==> config.mk <==
export PLATFORM = sky130hd
export DESIGN_NAME = dly_timer_bank
export DESIGN_NICKNAME = d
export VERILOG_FILES = /design/src/rtl/dly_timer_pkg.sv /design/src/rtl/dly_timer_ch.sv /design/src/rtl/dly_timer_bank.sv
export SDC_FILE = /design/constraint.sdc
export NUM_CORES = 1
export LEC_CHECK = 0
export BUFFER_PORTS_ARGS = -buffer_cell sky130_fd_sc_hd__buf_4
export CELL_PAD_IN_SITES_DETAIL_PLACEMENT = 1
export CELL_PAD_IN_SITES_GLOBAL_PLACEMENT = 1
export CORE_MARGIN = 4
export CORE_UTILIZATION = 39
export CTS_BUF_LIST = sky130_fd_sc_hd__clkbuf_4
export CTS_CLUSTER_DIAMETER = 60
export DETAILED_ROUTE_END_ITERATION = 8
export PLACE_DENSITY_LB_ADDON = 0.1
export SLEW_MARGIN = 20
export SYNTH_ARGS = -nofsm -noshare
export SYNTH_HDL_FRONTEND = slang
export SYNTH_SLANG_ARGS = --single-unit
==> constraint.sdc <==
create_clock -name clk_in -period 6.64 [get_ports clk_in]
set_input_delay 0.664 -clock clk_in [delete_from_list [all_inputs] [get_ports clk_in]]
set_output_delay 0.664 -clock clk_in [all_outputs]
set_load 0.1 [all_outputs]
==> src/rtl/dly_timer_pkg.sv <==
// Shared definitions for the multi-channel delay timer bank: channel modes
// and a width helper for the prescaler.
package dly_timer_pkg;

    localparam logic [1:0] MODE_PERIODIC = 2'b00;
    localparam logic [1:0] MODE_LATCH    = 2'b01;
    localparam logic [1:0] MODE_ONESHOT  = 2'b10;

    function automatic int clog2(input int value);
        int w;
        w = 0;
        for (int i = 0; i < 31; i++) begin
            if ((1 << i) < value) w = i + 1;
        end
        return w;
    endfunction

endpackage

==> src/rtl/dly_timer_ch.sv <==
// One delay-timer channel: tick-driven up-counter with live compare,
// periodic / latch / one-shot expiry handling and a registered rise pulse.
module dly_timer_ch
    import dly_timer_pkg::*;
#(
    parameter int CNT_W = 16
) (
    input  logic             clk_in,
    input  logic             iRst_n,
    input  logic             tick,
    input  logic             clear_n,
    input  logic             en,
    input  logic [CNT_W-1:0] dly_time,
    input  logic [1:0]       mode,
    output logic             timeout,
    output logic             rise
);

    logic [CNT_W-1:0] cnt_reg;
    logic             fired_reg;
    logic             timeout_q_reg;
    logic             latch_mode;
    logic             expire;

    // Reserved mode 2'b11 behaves like LATCH.
    assign latch_mode = (mode == MODE_LATCH) || (mode == 2'b11);
    assign expire     = tick && (cnt_reg >= dly_time);

    always_ff @(posedge clk_in or negedge iRst_n) begin
        if (!iRst_n) begin
            cnt_reg       <= '0;
            fired_reg     <= 1'b0;
            timeout       <= 1'b0;
            timeout_q_reg <= 1'b0;
            rise          <= 1'b0;
        end else begin
            timeout_q_reg <= timeout;
            rise          <= timeout & ~timeout_q_reg;
            if (!clear_n || !en) begin
                cnt_reg   <= '0;
                fired_reg <= 1'b0;
                timeout   <= 1'b0;
            end else if (fired_reg && (mode != MODE_PERIODIC)) begin
                // Spent channel freezes: LATCH keeps the output even if the
                // delay is raised later, ONESHOT stays quiet.
                timeout <= latch_mode;
            end else if (expire) begin
                timeout <= 1'b1;
                if (mode == MODE_PERIODIC) begin
                    cnt_reg <= '0;
                end else begin
                    fired_reg <= 1'b1;
                end
            end else begin
                timeout <= 1'b0;
                if (tick) cnt_reg <= cnt_reg + 1'b1;
            end
        end
    end

endmodule

==> src/rtl/dly_timer_bank.sv <==
// Bank of CH_NUM independent delay timers sharing one prescaled count tick,
// with an all-enabled-channels-done summary.
module dly_timer_bank
    import dly_timer_pkg::*;
#(
    parameter int CH_NUM   = 4,
    parameter int CNT_W    = 16,
    parameter int PRESCALE = 1
) (
    input  logic                    clk_in,
    input  logic                    iRst_n,
    input  logic [CH_NUM-1:0]       iClear,
    input  logic [CH_NUM-1:0]       iEn,
    input  logic [CH_NUM*CNT_W-1:0] iDlyTime,
    input  logic [CH_NUM*2-1:0]     iMode,
    output logic [CH_NUM-1:0]       oTimeout,
    output logic [CH_NUM-1:0]       oRise,
    output logic                    oAllDone
);

    logic tick;

    generate
        if (PRESCALE == 1) begin : g_no_pre
            assign tick = 1'b1;
        end else begin : g_pre
            localparam int PW = clog2(PRESCALE);
            localparam logic [PW-1:0] PRE_LAST = PW'(PRESCALE - 1);
            logic [PW-1:0] pre_reg;

            // Free-running; channel enables never restart it.
            always_ff @(posedge clk_in or negedge iRst_n) begin
                if (!iRst_n) begin
                    pre_reg <= '0;
                end else if (pre_reg == PRE_LAST) begin
                    pre_reg <= '0;
                end else begin
                    pre_reg <= pre_reg + 1'b1;
                end
            end

            assign tick = (pre_reg == PRE_LAST);
        end
    endgenerate

    genvar gi;
    generate
        for (gi = 0; gi < CH_NUM; gi++) begin : g_ch
            dly_timer_ch #(
                .CNT_W (CNT_W)
            ) u_ch (
                .clk_in   (clk_in),
                .iRst_n   (iRst_n),
                .tick     (tick),
                .clear_n  (iClear[gi]),
                .en       (iEn[gi]),
                .dly_time (iDlyTime[gi*CNT_W +: CNT_W]),
                .mode     (iMode[2*gi +: 2]),
                .timeout  (oTimeout[gi]),
                .rise     (oRise[gi])
            );
        end
    endgenerate

    assign oAllDone = (&(~iEn | oTimeout)) & (|iEn);

endmodule

==> impl_results.md, run 1 <==
- Status: finished, final reports clean
- Ys async rst share: 100%
- Yosys Warn Count: 0
- Crit path max-delay cell type: nor2_1
- Top cell type's share of synthesized area: 33.9%
- Core ar.: 14700 um2
- Number of distinct library cells after synthesis: 54
- TritonRoute pass-1 iters: 4
- Height of the die: 131 um
- I/O Pins: 91
- FF-to-FF End: g_ch[0].u_ch.cnt_reg[0]$_DFFE_PN0P_
- Register area share after synthesis: 33.9%
- Final setup fails: 0
- Prevailing post-synth register cell: dfrtp_1
- Max reg flops: 64
- Kind of critical path: flop to flop
- Capturing element type of the critical path: flop
- Die X: 131 um
- Avg Cell Area, Syn: 8.70 um2
- Crit-path cells: inv_1, ha_1, nand2b_1, a2111oi_0, a2111oi_0, or4b_1, nor2_1, mux2_2
- Share of cells above drive strength 1: 14.8%
- TritonCTS Buffers: 9
- PD cells: 123 nW/um2
- Tightest Hold Check Type: flop to flop
- RSZ-0062 raised after global routing: false
- Post-layout min period: 3580 ps
- CTS max path bufs: 2
- # DRC: 0
- Reg clk slew, reported paths: 120 ps
- Reg-to-reg slack, setup: 3060 ps
- Vias post-DR: 5413
- Final period utilization: 53.9%
- Area grow syn2layout: 15.1%
- Routed wire length: 16200 um
- Post-CTS sizing: 0
- GRT overflow: 0
- Cts hold-fix bufs: 1
- Cells after Synth: 679
- DRT iter0 DRCs: 276
- Synthesized area: 5910 um2
- Hold Vio Cnt, Final: 0
- CTS tree: done
- Layout Nets: 909
- Gpl congestion: 0.789
- Top delay family on crit path: simple AND/OR/NAND/NOR gates
- Worst setup margin: 3060 ps
- Sink Count: 80
- Top-count cell post-synth: dfrtp_1
- Most frequent CP cell: a2111oi_0
- Fillers: 1723
- Total GRT Usage: 19.3%
- H-tree Lvls: 3
- Maximum fanout along the worst path: 18
- CP Buf/Inv Count: 1
- Util after Layout: 46.3%
- Starting Density: 40.2%
- Hold path cells: 1
- Worst Path Required: 7020 ps
- Slowest stage delay, CP: 910 ps
- MaxCap Viol Count: 0
- Setup_tns: 0 ps
- Worst-Skew Late Latency: 430 ps
- Initial antenna violation count: 1
- Hold Startpoint: g_ch[3].u_ch.timeout_q_reg$_DFF_PN0_
- Synth area leaders: dfrtp_1, ha_1, inv_1, a221o_1, nand2_1
- Routed vias/inst: 5.72
- Number of global-route vias before repair: 5595
- Largest net degree at the start of global routing: 77
- Clk_skew: 13.3 ps
- Startpoint Class: flop
- Die area: 17200 um2
- Area leader, netlist: dfrtp_1
- CP Launch Point: g_ch[0].u_ch.cnt_reg[0]$_DFFE_PN0P_
- Slew @ Worst Pin: 1020 ps
- FMAX: 280 MHz
- Net count after synthesis: 829
- Arrival time at the worst endpoint: 3950 ps
- Max-Slew Margin vs Limit: 31.7%
- LEAKAGE: 3.54 nW
- Seq cells post-synth: 80
- # Post-CTS Setup Buffers: 0
- Global-route wire length before repair: 26700 um
- Drt wl/cell: 17.1 um
- Port bufs: 90
- CTS Root Buffer Type: clkbuf_4
- Post-detail-place hpwl: 12400 um
- Maximum vdd drop: 69.9 uV
- Worst r2r src: g_ch[0].u_ch.cnt_reg[0]$_DFFE_PN0P_
- Slew Limit Fails: 0
- Post-DRT Antenna Nets: 0
- R2R depth: 8
- Hold endpoint: g_ch[3].u_ch.rise$_DFF_PN0_
- Row count: 44
- Commonest cells post-synth: dfrtp_1, inv_1, ha_1
- Pre-CTS setup slack: 2790 ps
- Post-synth EDFFs: 0
## worst register-to-register path, cell delays in order (launching register included)
cell and delay [ps]:
dfrtp_1 440, inv_1 70, ha_1 270, nand2b_1 140, a2111oi_0 460, a2111oi_0 110
or4b_1 830, nor2_1 910, mux2_2 310
## placed cells by master (no fill, tap or decap), types with 12 or more instances in the layout
cell type  count
a21o_1        13
a21oi_1       29
a221o_1       26
and3_1        27
buf_4         91
dfrtp_1       80
ha_1          68
inv_1         78
nand2_1       57
nand3_1       28
nand4_1       19
nor2_1        34
nor2b_1       13
nor3_1        27
nor4_1        13
o21ai_0       17
o2bb2ai_1     12
or3_1         13
## metrics by stage
step / cell area, um2 / hold slack [ps] / total power, mW / cells
after global placement: 6700 / 381 / 0.609 / 931
after floorplan: 5910 / 368 / 0.549 / 679
after global routing: 6800 / 420 / 0.889 / 946
final: 6800 / 399 / 0.839 / 946
after detailed placement: 6700 / 384 / 0.616 / 931
after CTS: 6790 / 400 / 0.854 / 945
## metal layers
metal	share of wire, %	up-vias	global-route usage (%)
li1	-	2639	-
met1	46	2667	24.7
met2	49	91	33.7
met3	4.2	16	3.16
met4	1.3	0	5.20
met5	0	-	0
## logic make-up after synthesis
group / count (synthesis) / synth area share, %
and+or+nand+nor: 278 / 25.2
AOI/OAI and AO/OA: 144 / 18.1
buffers and inverters: 102 / 7.22
DFF: 80 / 33.9
adders and majority gates: 68 / 14.4
muxes: 6 / 1.06
xor gates and xnor gates: 1 / 0.148
## area by class of cell
class	count	area, um2	area share (%)
timing repair buffer	93	704	10.4
inverter	78	293	4.31
multi-input combinational	497	3480	51.2
antenna	1	2.50	0.0368
clock buffer	10	75.1	1.10
clock inverter	3	12.5	0.184
tap	184	230	3.39
sequential	80	2000	29.4
## worst max-delay path by stage
stage                                                end  cells after the start
CTS                 g_ch[0].u_ch.cnt_reg[14]$_DFFE_PN0P_                      8
detailed placement  g_ch[0].u_ch.cnt_reg[14]$_DFFE_PN0P_                      8
floorplan                                       oAllDone                      2
global placement    g_ch[0].u_ch.cnt_reg[14]$_DFFE_PN0P_                      9
finish               g_ch[0].u_ch.cnt_reg[0]$_DFFE_PN0P_                      8
global route         g_ch[0].u_ch.cnt_reg[0]$_DFFE_PN0P_                      8
## where the power goes
group,switching (mW),total [mW],internal [mW]
clock network,0.162,0.235,0.0725
logic,0.0587,0.112,0.0533
registers,0.00335,0.493,0.489
Power figures use the tool's default switching activity.
==> inputs of run 2 (changes only) <==
==> constraint.sdc (replaced) <==
create_clock -name clk_in -period 3.63 [get_ports clk_in]
set_input_delay 0.363 -clock clk_in [delete_from_list [all_inputs] [get_ports clk_in]]
set_output_delay 0.363 -clock clk_in [all_outputs]
set_load 0.1 [all_outputs]
==> impl_results.md, run 2 (synthesis results as in run 1) <==
- Status: finished, final reports clean
- Worst-Skew Late Latency: 450 ps
- Final period utilization: 82.0%
- Cell Count Post-Placement: 934
- Crit path max-delay cell type: or4b_2
- Post-layout min period: 2980 ps
- Global-route wire length before repair: 27600 um
- Port bufs: 90
- Slew @ Worst Pin: 775 ps
- Met2 Wirelength: 8490 um
- Height of the die: 131 um
- Levels on crit path: 7
- Crit-path cells: ha_1, nand4_1, nor3_1, or4b_2, nand3_1, o21a_1, a221o_1
- Post-detail-place hpwl: 12700 um
- Maximum vdd drop: 113 uV
- Post-DRT Antenna Nets: 0
- Cell Area, Placed: 6730 um2
- Post-CTS sizing: 0
- Clk_skew: 17.0 ps
- Routed vias/inst: 5.71
- Core ar.: 14700 um2
- Met1 WL: 7330 um
- Vias post-DR: 5429
- CTS tree: done
- Slowest stage delay, CP: 650 ps
- CTS max path bufs: 2
- GRT overflow: 0
- Commonest non-fill, non-tap cell in the layout: buf_4
- Most frequent cells in the layout: buf_4, dfrtp_1, inv_1
- Util after Layout: 46.7%
- TritonRoute pass-1 iters: 4
- DRT iter0 DRCs: 282
- Pre-CTS setup slack: 641 ps
- Diode count: 0
- Kind of critical path: flop to flop
- Drt wl/cell: 17.4 um
- R2R depth: 7
- Hold path cells: 3
- Setup_tns: 0 ps
- I/O Pins: 91
- Tightest Hold Check Type: input pin to flop
- Initial antenna violation count: 0
- Capturing element type of the critical path: flop
- PD cells: 241 nW/um2
- Die X: 131 um
- Final std cells w/o fill: 950
- FMAX: 336 MHz
- MaxCap Viol Count: 0
- RSZ-0062 raised after global routing: false
- Max reg flops: 64
- H-tree Lvls: 3
- Maximum fanout along the worst path: 16
- CP Buf/Inv Count: 0
- Reg clk slew, reported paths: 130 ps
- Met3 wire length: 488 um
- Largest net degree at the start of global routing: 81
- Design Area, Final: 6870 um2
- Final setup fails: 0
- Slew Limit Fails: 0
- Starting Density: 40.2%
- Row count: 44
- Area grow syn2layout: 16.2%
- Arrival time at the worst endpoint: 3360 ps
- CTS Root Buffer Type: clkbuf_4
- Hold Vio Cnt, Final: 0
- TritonCTS Buffers: 9
- Gpl congestion: 0.803
- Number of global-route vias before repair: 5684
- Worst setup margin: 655 ps
- Die area: 17200 um2
- Routed wire length: 16500 um
- Startpoint Class: flop
- Layout Nets: 912
- Sink Count: 80
- Worst Path Required: 4010 ps
- Top delay family on crit path: simple AND/OR/NAND/NOR gates
- Share of cells above drive strength 1: 15.7%
- LEAKAGE: 3.57 nW
- Top Metal Used: met4
- # DRC: 0
- Max-Slew Margin vs Limit: 48.3%
- Total GRT Usage: 20.0%
==> run 2: cell type report <==
type                       instances  area, um2
multi-input combinational        497       3490
clock buffer                      11       82.6
tap                              184        230
clock inverter                     4       46.3
sequential                        80       2000
timing repair buffer              96        727
fill                            1764       7830
inverter                          78        293
==> run 2: what timing repair did <==
item                      CTS  global route
hold endpoints to repair    0             1
hold buffers                0             1
setup buffers               0             0
==> run 2: metal layers <==
metal	GRT usage, %	up-vias
li1	-	2652
met1	25.1	2687
met2	35.8	74
met3	2.92	16
met4	5.69	0
met5	0	-
==> run 2: worst min-delay path, cell delays in order <==
cell	delay, ps
buf_4	100
nand3_1	60
nand2_1	60
==> run 2: final timing paths <==
| kind | start | end | slack, ps |
|---|---|---|---|
| max in group asynchronous | iRst_n | g_ch[3].u_ch.cnt_reg[10]$_DFFE_PN0P_ | 2590 |
| hold reg to reg | g_ch[1].u_ch.timeout_q_reg$_DFF_PN0_ | g_ch[1].u_ch.rise$_DFF_PN0_ | 400 |
| setup reg to reg | g_ch[1].u_ch.cnt_reg[12]$_DFFE_PN0P_ | g_ch[1].u_ch.cnt_reg[8]$_DFFE_PN0P_ | 650 |
| setup / recovery | g_ch[1].u_ch.cnt_reg[12]$_DFFE_PN0P_ | g_ch[1].u_ch.cnt_reg[8]$_DFFE_PN0P_ | 650 |
| min in group asynchronous | iRst_n | g_ch[1].u_ch.cnt_reg[6]$_DFFE_PN0P_ | 510 |
| hold / removal | iClear[2] | g_ch[2].u_ch.fired_reg$_DFFE_PN0P_ | 170 |
==> run 2: where the power goes <==
| group | switching, mW | leakage, nW | internal, mW |
|---|---|---|---|
| clock | 0.327 | 0.0704 | 0.219 |
| combinational | 0.110 | 2.39 | 0.0994 |
| sequential | 0.00585 | 1.11 | 0.895 |
==> run 2: per-stage QoR <==
| step | hold WS [ps] | power (mW) |
|---|---|---|
| 2_1_floorplan | 67.4 | 1.01 |
| 3_3_place_gp | 378 | 1.12 |
| 3_5_place_dp | 387 | 1.13 |
| 4_1_cts | 111 | 1.68 |
| 5_1_grt | 158 | 1.75 |
| 6_report | 166 | 1.66 |
==> inputs of run 3 (changes only) <==
==> constraint.sdc (replaced) <==
create_clock -name clk_in -period 3.1 [get_ports clk_in]
set_input_delay 0.31 -clock clk_in [delete_from_list [all_inputs] [get_ports clk_in]]
set_output_delay 0.31 -clock clk_in [all_outputs]
set_load 0.1 [all_outputs]
==> impl_results.md, run 3 (synthesis results as in run 1) <==
- Status: finished, final reports clean
- Commonest non-fill, non-tap cell in the layout: buf_4
- Kind of critical path: flop to flop
- Die X: 131 um
- Fillers: 1779
- Post-CTS sizing: 0
- Routed wire length: 16500 um
- Area grow syn2layout: 16.7%
- Global-route wire length before repair: 27400 um
- Arrival time at the worst endpoint: 3140 ps
- H-tree Lvls: 3
- Number of global-route vias before repair: 5784
- TritonCTS Buffers: 9
- GRT overflow: 0
- Max-Slew Margin vs Limit: 31.4%
- Clk_skew: 15.4 ps
- Crit-path cells: inv_1, ha_1, nand2b_1, a2111oi_0, a2111oi_0, or4b_1, o2111a_2, a221o_1
- Share of cells above drive strength 1: 16.3%
- Layout Nets: 917
- Final period utilization: 90.5%
- Initial antenna violation count: 1
- Slew @ Worst Pin: 1030 ps
- Total GRT Usage: 19.8%
- Maximum fanout along the worst path: 16
- I/O Pins: 91
- Starting Density: 40.2%
- Final setup fails: 0
- Vias post-DR: 5486
- Register area: 2000 um2
- CTS Root Buffer Type: clkbuf_4
- FMAX: 356 MHz
- Port bufs: 90
- Post-detail-place hpwl: 12700 um
- Top delay family on crit path: compound AO/OA/AOI/OAI gates
- Setup_tns: 0 ps
- LEAKAGE: 3.60 nW
- # DRC: 0
- Maximum vdd drop: 180 uV
- Final std cells w/o fill: 958
- Most frequent CP cell: a2111oi_0
- Startpoint Class: flop
- Tightest Hold Check Type: input pin to flop
- CP Buf/Inv Count: 1
- Height of the die: 131 um
- Reg clk slew, reported paths: 130 ps
- Drt wl/cell: 17.3 um
- Routed vias/inst: 5.73
- CTS tree: done
- Hold Vio Cnt, Final: 0
- Worst Path Required: 3440 ps
- Core ar.: 14700 um2
- Die area: 17200 um2
- Worst-Skew Late Latency: 450 ps
- CTS max path bufs: 2
- Capturing element type of the critical path: flop
- Row count: 44
- Slowest stage delay, CP: 520 ps
- Post-layout min period: 2810 ps
- DRT iter0 DRCs: 293
- Largest net degree at the start of global routing: 81
- RSZ-0062 raised after global routing: false
- TritonRoute pass-1 iters: 4
- Post-DRT Antenna Nets: 0
- Most frequent cells in the layout: buf_4, dfrtp_1, inv_1
- Gpl congestion: 0.805
- # Post-CTS Setup Buffers: 0
- Final Power: 1.89 mW
- PD cells: 274 nW/um2
- Footprint of the multi-input gates: 3490 um2
- MaxCap Viol Count: 0
- Max reg flops: 64
- Cell Count Post-Placement: 939
- Crit path max-delay cell type: or4b_1
- Sink Count: 80
- Slew Limit Fails: 0
-- run 3: report_power, final --
part | total (mW) | internal, mW | leakage (nW) | switching (mW)
Clock | 0.584 | 0.219 | 0.0706 | 0.365
Sequential | 1.06 | 1.05 | 1.11 | 0.00682
Combinational | 0.248 | 0.118 | 2.41 | 0.130
Total | 1.89 | 1.38 | 3.60 | 0.502
-- run 3: worst min-delay path, stage by stage --
cell and delay (ps):
buf_4 90, nand3_1 60, nand2_1 60
-- run 3: worst paths after layout --
path | start | to | slack (ps) | cells after the start
max in group asynchronous | iRst_n | g_ch[3].u_ch.cnt_reg[15]$_DFFE_PN0P_ | 2100 | 2
min | iClear[2] | g_ch[2].u_ch.fired_reg$_DFFE_PN0P_ | 110 | 3
min in group asynchronous | iRst_n | g_ch[1].u_ch.cnt_reg[8]$_DFFE_PN0P_ | 440 | 2
max | g_ch[0].u_ch.cnt_reg[0]$_DFFE_PN0P_ | g_ch[0].u_ch.cnt_reg[12]$_DFFE_PN0P_ | 290 | 8
max reg2reg | g_ch[0].u_ch.cnt_reg[0]$_DFFE_PN0P_ | g_ch[0].u_ch.cnt_reg[12]$_DFFE_PN0P_ | 290 | 8
min reg2reg | g_ch[3].u_ch.timeout_q_reg$_DFF_PN0_ | g_ch[3].u_ch.rise$_DFF_PN0_ | 390 | 1
-- run 3: layer usage --
layer,vias up,share of wire [%],routed length [um],track usage (%)
met5,-,0,0,0
met1,2724,45,7420,24.8
li1,2662,-,-,-
met4,0,1.4,225,5.75
met3,15,2.9,480,2.92
met2,85,51,8400,35.2
-- run 3: timing repair --
item,CTS,global route
hold endpoints to repair,0,80
endpoints found under the setup margin,0,0
hold buffers,0,1
-- run 3: final cells by class --
cell class | instances | share of cell area [%]
antenna | 2 | 0.0726
clock buffer | 15 | 1.63
clock inverter | 1 | 0.0544
inverter | 78 | 4.24
multi-input combinational | 497 | 50.6
sequential | 80 | 29.0
tap | 184 | 3.34
timing repair buffer | 101 | 11.1
-- run 3: metrics by stage --
step / hold WS, ps / instance area (um2) / setup WS, ps / util [%]
after floorplan: 14.4 / 5920 / 363 / -
after global placement: 379 / 6760 / 379 / 46.0
after detailed placement: 382 / 6760 / 288 / 46.0
after CTS: 62.3 / 6880 / 271 / 46.8
after global routing: 118 / 6900 / 61.3 / 46.9
final: 114 / 6900 / 293 / 46.9
